### config.mk
export PLATFORM = sky130hd
export DESIGN_NAME = alu_seq_ctrl
export DESIGN_NICKNAME = d
export VERILOG_FILES = /design/src/rtl/alu_seq_ctrl.sv
export SDC_FILE = /design/constraint.sdc
export NUM_CORES = 1
export LEC_CHECK = 0
export ABC_AREA = 1
export BUFFER_PORTS_ARGS = -buffer_cell sky130_fd_sc_hd__buf_4
export CORE_ASPECT_RATIO = 0.7
export CORE_UTILIZATION = 30
export CTS_BUF_LIST = sky130_fd_sc_hd__clkbuf_16
export DETAILED_ROUTE_END_ITERATION = 10
export HOLD_SLACK_MARGIN = 0.1
export PLACE_DENSITY = 0.44
export SYNTH_ARGS = -nofsm -noshare
export SYNTH_HDL_FRONTEND = slang
export SYNTH_SLANG_ARGS = --single-unit
### constraint.sdc
create_clock -name clock -period 3.1 [get_ports clock]
set_input_delay 0.93 -clock clock [delete_from_list [all_inputs] [get_ports clock]]
set_output_delay 0.93 -clock clock [all_outputs]
set_load 0.01 [all_outputs]
### src/rtl/alu_seq_ctrl.sv
// rtl/alu_seq_ctrl.sv - ALU launch / result latch / bus store sequencer
// Optional high-byte transfer for wide results: define ALU_SEQ_HIGH_BYTE_EN.
module alu_seq_ctrl #(
    parameter int ALU_LAT     = 1,
    parameter int BUS_TIMEOUT = 15
) (
    input  logic       clock,
    input  logic       reset,
    input  logic       op_valid,
    input  logic [3:0] op_code,
    input  logic       op_wide,
    output logic       op_ready,
    output logic [3:0] alu_op,
    output logic       alu_start,
    output logic       grab,
    output logic       store,
    output logic       byte_sel,
    output logic       bus_req,
    input  logic       bus_gnt,
    output logic       done,
    output logic       timeout,
    output logic       busy
);

    typedef enum logic [2:0] {
        S_IDLE, S_EXEC, S_GRAB, S_REQ, S_STORE_LO, S_STORE_HI
    } state_t;

    localparam logic [3:0] LAT_LAST = 4'(ALU_LAT - 1);
    localparam logic [7:0] TO_LAST  = 8'(BUS_TIMEOUT - 1);

    state_t     state_q, state_d;
    logic [3:0] lat_cnt_q, lat_cnt_d;
    logic [7:0] wait_cnt_q, wait_cnt_d;
    logic [3:0] alu_op_q, alu_op_d;
    logic       wide_q, wide_d;

`ifndef ALU_SEQ_HIGH_BYTE_EN
    logic unused_op_wide;
    assign unused_op_wide = op_wide;
`endif

    always_ff @(posedge clock) begin
        if (reset) begin
            state_q    <= S_IDLE;
            lat_cnt_q  <= '0;
            wait_cnt_q <= '0;
            alu_op_q   <= '0;
            wide_q     <= 1'b0;
        end else begin
            state_q    <= state_d;
            lat_cnt_q  <= lat_cnt_d;
            wait_cnt_q <= wait_cnt_d;
            alu_op_q   <= alu_op_d;
            wide_q     <= wide_d;
        end
    end

    always_comb begin
        state_d    = state_q;
        lat_cnt_d  = lat_cnt_q;
        wait_cnt_d = wait_cnt_q;
        alu_op_d   = alu_op_q;
        wide_d     = wide_q;
        op_ready   = 1'b0;
        alu_start  = 1'b0;
        grab       = 1'b0;
        store      = 1'b0;
        byte_sel   = 1'b0;
        bus_req    = 1'b0;
        done       = 1'b0;
        timeout    = 1'b0;
        busy       = (state_q != S_IDLE);

        case (state_q)
            S_IDLE: begin
                op_ready = 1'b1;
                if (op_valid) begin
                    alu_op_d  = op_code;
`ifdef ALU_SEQ_HIGH_BYTE_EN
                    wide_d    = op_wide;
`else
                    wide_d    = 1'b0;
`endif
                    lat_cnt_d = '0;
                    state_d   = S_EXEC;
                end
            end
            S_EXEC: begin
                alu_start = (lat_cnt_q == 4'd0);
                if (lat_cnt_q == LAT_LAST) begin
                    state_d = S_GRAB;
                end else begin
                    lat_cnt_d = lat_cnt_q + 4'd1;
                end
            end
            S_GRAB: begin
                grab       = 1'b1;
                wait_cnt_d = '0;
                state_d    = S_REQ;
            end
            S_REQ: begin
                bus_req = 1'b1;
                if (bus_gnt) begin
                    wait_cnt_d = '0;
                    state_d    = S_STORE_LO;
                end else if ((BUS_TIMEOUT != 0) && (wait_cnt_q == TO_LAST)) begin
                    timeout = 1'b1;
                    state_d = S_IDLE;
                end else if (wait_cnt_q != 8'hFF) begin
                    // saturate rather than wrap so an unbounded wait stays observable
                    wait_cnt_d = wait_cnt_q + 8'd1;
                end
            end
            S_STORE_LO: begin
                bus_req = 1'b1;
                store   = bus_gnt;
                if (bus_gnt) begin
                    if (wide_q) begin
                        state_d = S_STORE_HI;
                    end else begin
                        done    = 1'b1;
                        state_d = S_IDLE;
                    end
                end
            end
            S_STORE_HI: begin
                bus_req = 1'b1;
                store   = bus_gnt;
`ifdef ALU_SEQ_HIGH_BYTE_EN
                byte_sel = 1'b1;
`endif
                if (bus_gnt) begin
                    done    = 1'b1;
                    state_d = S_IDLE;
                end
            end
            default: state_d = S_IDLE;
        endcase

        // every control output is quiet while reset is held, whatever the state
        if (reset) begin
            op_ready  = 1'b0;
            alu_start = 1'b0;
            grab      = 1'b0;
            store     = 1'b0;
            byte_sel  = 1'b0;
            bus_req   = 1'b0;
            done      = 1'b0;
            timeout   = 1'b0;
            busy      = 1'b0;
        end
    end

    assign alu_op = alu_op_q;

endmodule

==> flow_metrics.tcl <==
set metrics [dict create \
    run_status "completed" \
    clock_pin_slew_of_the_registers_on_the_worst_case_setup_and_hold_paths_ns 0.05 \
    initial_antenna_violation_count 0 \
    htreeDepth 1 \
    critPathMaxFanout 10 \
    post_cts_buffers 0 \
    mappedNetlistNets 200 \
    crit_type "input port to output port" \
    hold_path_depth 2 \
    fin_worst_skew_ns 0.00289 \
    post_synth_most_frequent_cells "sky130_fd_sc_hd__nand2_1 (47), sky130_fd_sc_hd__nor2_1 (29), sky130_fd_sc_hd__inv_1 (23)" \
    clock_sinks 19 \
    maxSlewViolCount 0 \
    timing.rr.start "wait_cnt_q[1]" \
    pwr-share-comb_pct 32.7 \
    final_critical_path_setup_slack_ns 0.491 \
    post-layout-total-power_uw 870 \
    yosys_warnings 0 \
    cts_hold_buffers 0 \
    netlist.top_cell.by_area "sky130_fd_sc_hd__dfxtp_1" \
    max-cap-violations 0 \
    drt_drc_violations_left 0 \
    worst_setup_path_end_kind "output port" \
    number_of_drc_markers_after_the_initial_detailed_route_iteration 65 \
    post_synth_num_cell_types 24 \
    worst_ir_drop_vdd_v 0.000285 \
    tritoncts_clock_tree "yes" \
    total_switching_power_uw 313 \
    min_from "alu_op[2]" \
    maxClockFrequency_mhz 383 \
    min_to "alu_op[2]" \
    dr.pass1.iters 4 \
    rsz0062_at_grt "no" \
    core.rowCount 18 \
    synth_area_sq_um 1210 \
    yosysMostFrequentCell "sky130_fd_sc_hd__nand2_1" \
    final-seq-area_sq_um 380 \
    port_buffers 19 \
    setup_tns_ns 0 \
    dpl.hpwl_microns 2270 \
    vias_per_cell 4.58 \
    syn-instance-count 187 \
    post_synth_main_area_contributors "sky130_fd_sc_hd__dfxtp_1 (32%), sky130_fd_sc_hd__nand2_1 (15%), sky130_fd_sc_hd__nor2_1 (9.0%)" \
    fin_crit_sh_pct 84.1 \
    worst_hold_path_type "flip-flop to flip-flop" \
    design.final.nets 220 \
    cell_area_power_density_nw_per_um2 593 \
    core_area_sq_um 3670 \
    dieWidth_microns 77.8 \
    place_ws_ns 0.497 \
    synth_edf_count 0 \
    dr_total_vias 1173 \
    die_h_microns 55.1 \
    fillerInstances 411 \
    hold_viol_final 0 \
    drt_wl_total_microns 2950 \
    clock_power_share_pct 30.6 \
    globalRouteOverflowTotal 0 \
    cts.path.max_buffers 2 \
    power.leakage_uw 0.000646 \
    design.die.area_sq_um 4280 \
    clock_latency_ns 0.25 \
    first_pass_grt_wire_length_microns 4810 \
    synth_async_sr_flop_share_pct 0 \
    timing.final.setup_violations 0 \
    critical_path_required_ns 2.17 \
    ys_seq_elements 19 \
    power_frac_seq_pct 36.6 \
    post_drt_wl_per_cell_microns 11.5 \
    cts.repair.resized 0 \
    multi_input_area_sq_um 706 \
    syn-mean-instance-area_sq_um 6.45 \
    gr-usage-all-layers_pct 15.3 \
    cts_inserted_buffers 3 \
    start_util_pct 32.9 \
    synthFlopType "sky130_fd_sc_hd__dfxtp_1" \
    sequential_area_share_after_synthesis_pct 31.5 \
    antenna_cells 0 \
    cts.root.buffer_cell "sky130_fd_sc_hd__clkbuf_16" \
    grt_max_degree 19 \
    gp_routability_congestion 0.849 \
    rrSetupSlack_ns 1.49 \
    worst_setup_path_start_kind "input port" \
    area.growth.synth_to_final_pct 21.7 \
    io_pins 22 \
    route.antenna.remaining_nets 0 \
    timing.reg2reg.worst_path_depth 10 \
    drive_gt1_share_pct 19.4 \
    finalCriticalPeriod_ns 2.61 \
    rr_endpoint "wait_cnt_q[1]" \
    power.internal_uw 557 \
    synth_top_area_share_pct 31.5 \
    power.share.switching_pct 36.0 \
    cp.arrival_ns 1.68 \
    first_global_vias 978 \
]
[layout make-up]
| class | count | share of cell area (%) |
|---|---|---|
| Clock buffer | 3 | 5.12 |
| Multi-Input combinational cell | 138 | 48.1 |
| Timing Repair Buffer | 19 | 9.72 |
| Sequential cell | 19 | 25.9 |
| Inverter | 26 | 6.65 |
| Clock inverter | 1 | 0.256 |
| Tap cell | 50 | 4.26 |
[sequential cells by signal (all words and copies together) (netlist names)]
signal / flops
wait_cnt_q: 8
alu_op: 4
lat_cnt_q: 4
state_q: 3
[layer usage]
layer  part of all wire (%)  vias to the layer above  track usage [%]
li1                       -                      623                -
met1                     59                      520             23.0
met2                     36                       30             20.5
met3                    5.5                        0             4.92
met4                      0                        0             2.83
met5                      0                        -                0
[power groups by stage]
stage	registers, uW	logic [uW]	clock network [uW]
after CTS	319	286	274
after detailed placement	323	284	0
after global routing	325	329	285
final	319	285	267
after floorplan	318	204	0
after global placement	322	283	0
[cell usage in the layout (no fill, tap or decap)]
| master | instances |
|---|---|
| sky130_fd_sc_hd__buf_4 | 19 |
| sky130_fd_sc_hd__nand3_1 | 19 |
| sky130_fd_sc_hd__nand2_1 | 47 |
| sky130_fd_sc_hd__a21oi_2 | 3 |
| sky130_fd_sc_hd__dfxtp_1 | 19 |
| sky130_fd_sc_hd__nor3_2 | 1 |
| sky130_fd_sc_hd__nand2_4 | 5 |
| sky130_fd_sc_hd__nor3_1 | 5 |
| sky130_fd_sc_hd__o21ai_0 | 2 |
| sky130_fd_sc_hd__nand4_1 | 4 |
| sky130_fd_sc_hd__inv_1 | 24 |
| sky130_fd_sc_hd__clkbuf_16 | 3 |
| sky130_fd_sc_hd__nand2_2 | 1 |
| sky130_fd_sc_hd__ha_1 | 4 |
| sky130_fd_sc_hd__or2_2 | 1 |
| sky130_fd_sc_hd__conb_1 | 1 |
| sky130_fd_sc_hd__nor2_4 | 1 |
| sky130_fd_sc_hd__nor2_1 | 29 |
| sky130_fd_sc_hd__nand3_4 | 1 |
| sky130_fd_sc_hd__nor2_2 | 1 |
| sky130_fd_sc_hd__a21oi_1 | 11 |
| sky130_fd_sc_hd__o21ai_2 | 1 |
| sky130_fd_sc_hd__o21bai_1 | 1 |
| sky130_fd_sc_hd__inv_2 | 3 |
[critical path, cell delays in order]
cell,delay [ns]
sky130_fd_sc_hd__buf_4,0.13
sky130_fd_sc_hd__nor2_4,0.22
sky130_fd_sc_hd__nand2_4,0.15
sky130_fd_sc_hd__nor2_1,0.12
sky130_fd_sc_hd__buf_4,0.13
[metrics by stage]
stage               area, sq um  util (%)  std cells  hold WS [ns]
CTS                        1470      40.0        256         0.467
detailed placement         1390      37.8        252         0.458
global placement           1390      37.8        252         0.456
floorplan                  1210         -        187         0.460
global route               1470      40.0        256         0.482
finish                     1470      40.0        256         0.463
[worst max-delay path by stage]
stage	from	end	slack, ns	cells after the start
4_1_cts	bus_gnt	timeout	0.49	5
2_1_floorplan	reset	store	0.52	3
3_5_place_dp	bus_gnt	timeout	0.50	5
5_1_grt	bus_gnt	store	0.43	4
3_3_place_gp	bus_gnt	timeout	0.50	5
6_report	bus_gnt	timeout	0.49	5
[logic make-up (layout without fill, tap and decap cells)]
| logic type | Yosys count | in the layout | synth area share [%] |
|---|---|---|---|
| DFF | 19 | 19 | 31.5 |
| AOI/OAI and AO/OA | 18 | 18 | 8.92 |
| other | 1 | 1 | 0.311 |
| adders and majority gates | 4 | 4 | 4.15 |
| buffers and inverters | 30 | 49 | 9.96 |
| and+or+nand+nor | 115 | 115 | 45.1 |
(Power assumes the default switching activity.)
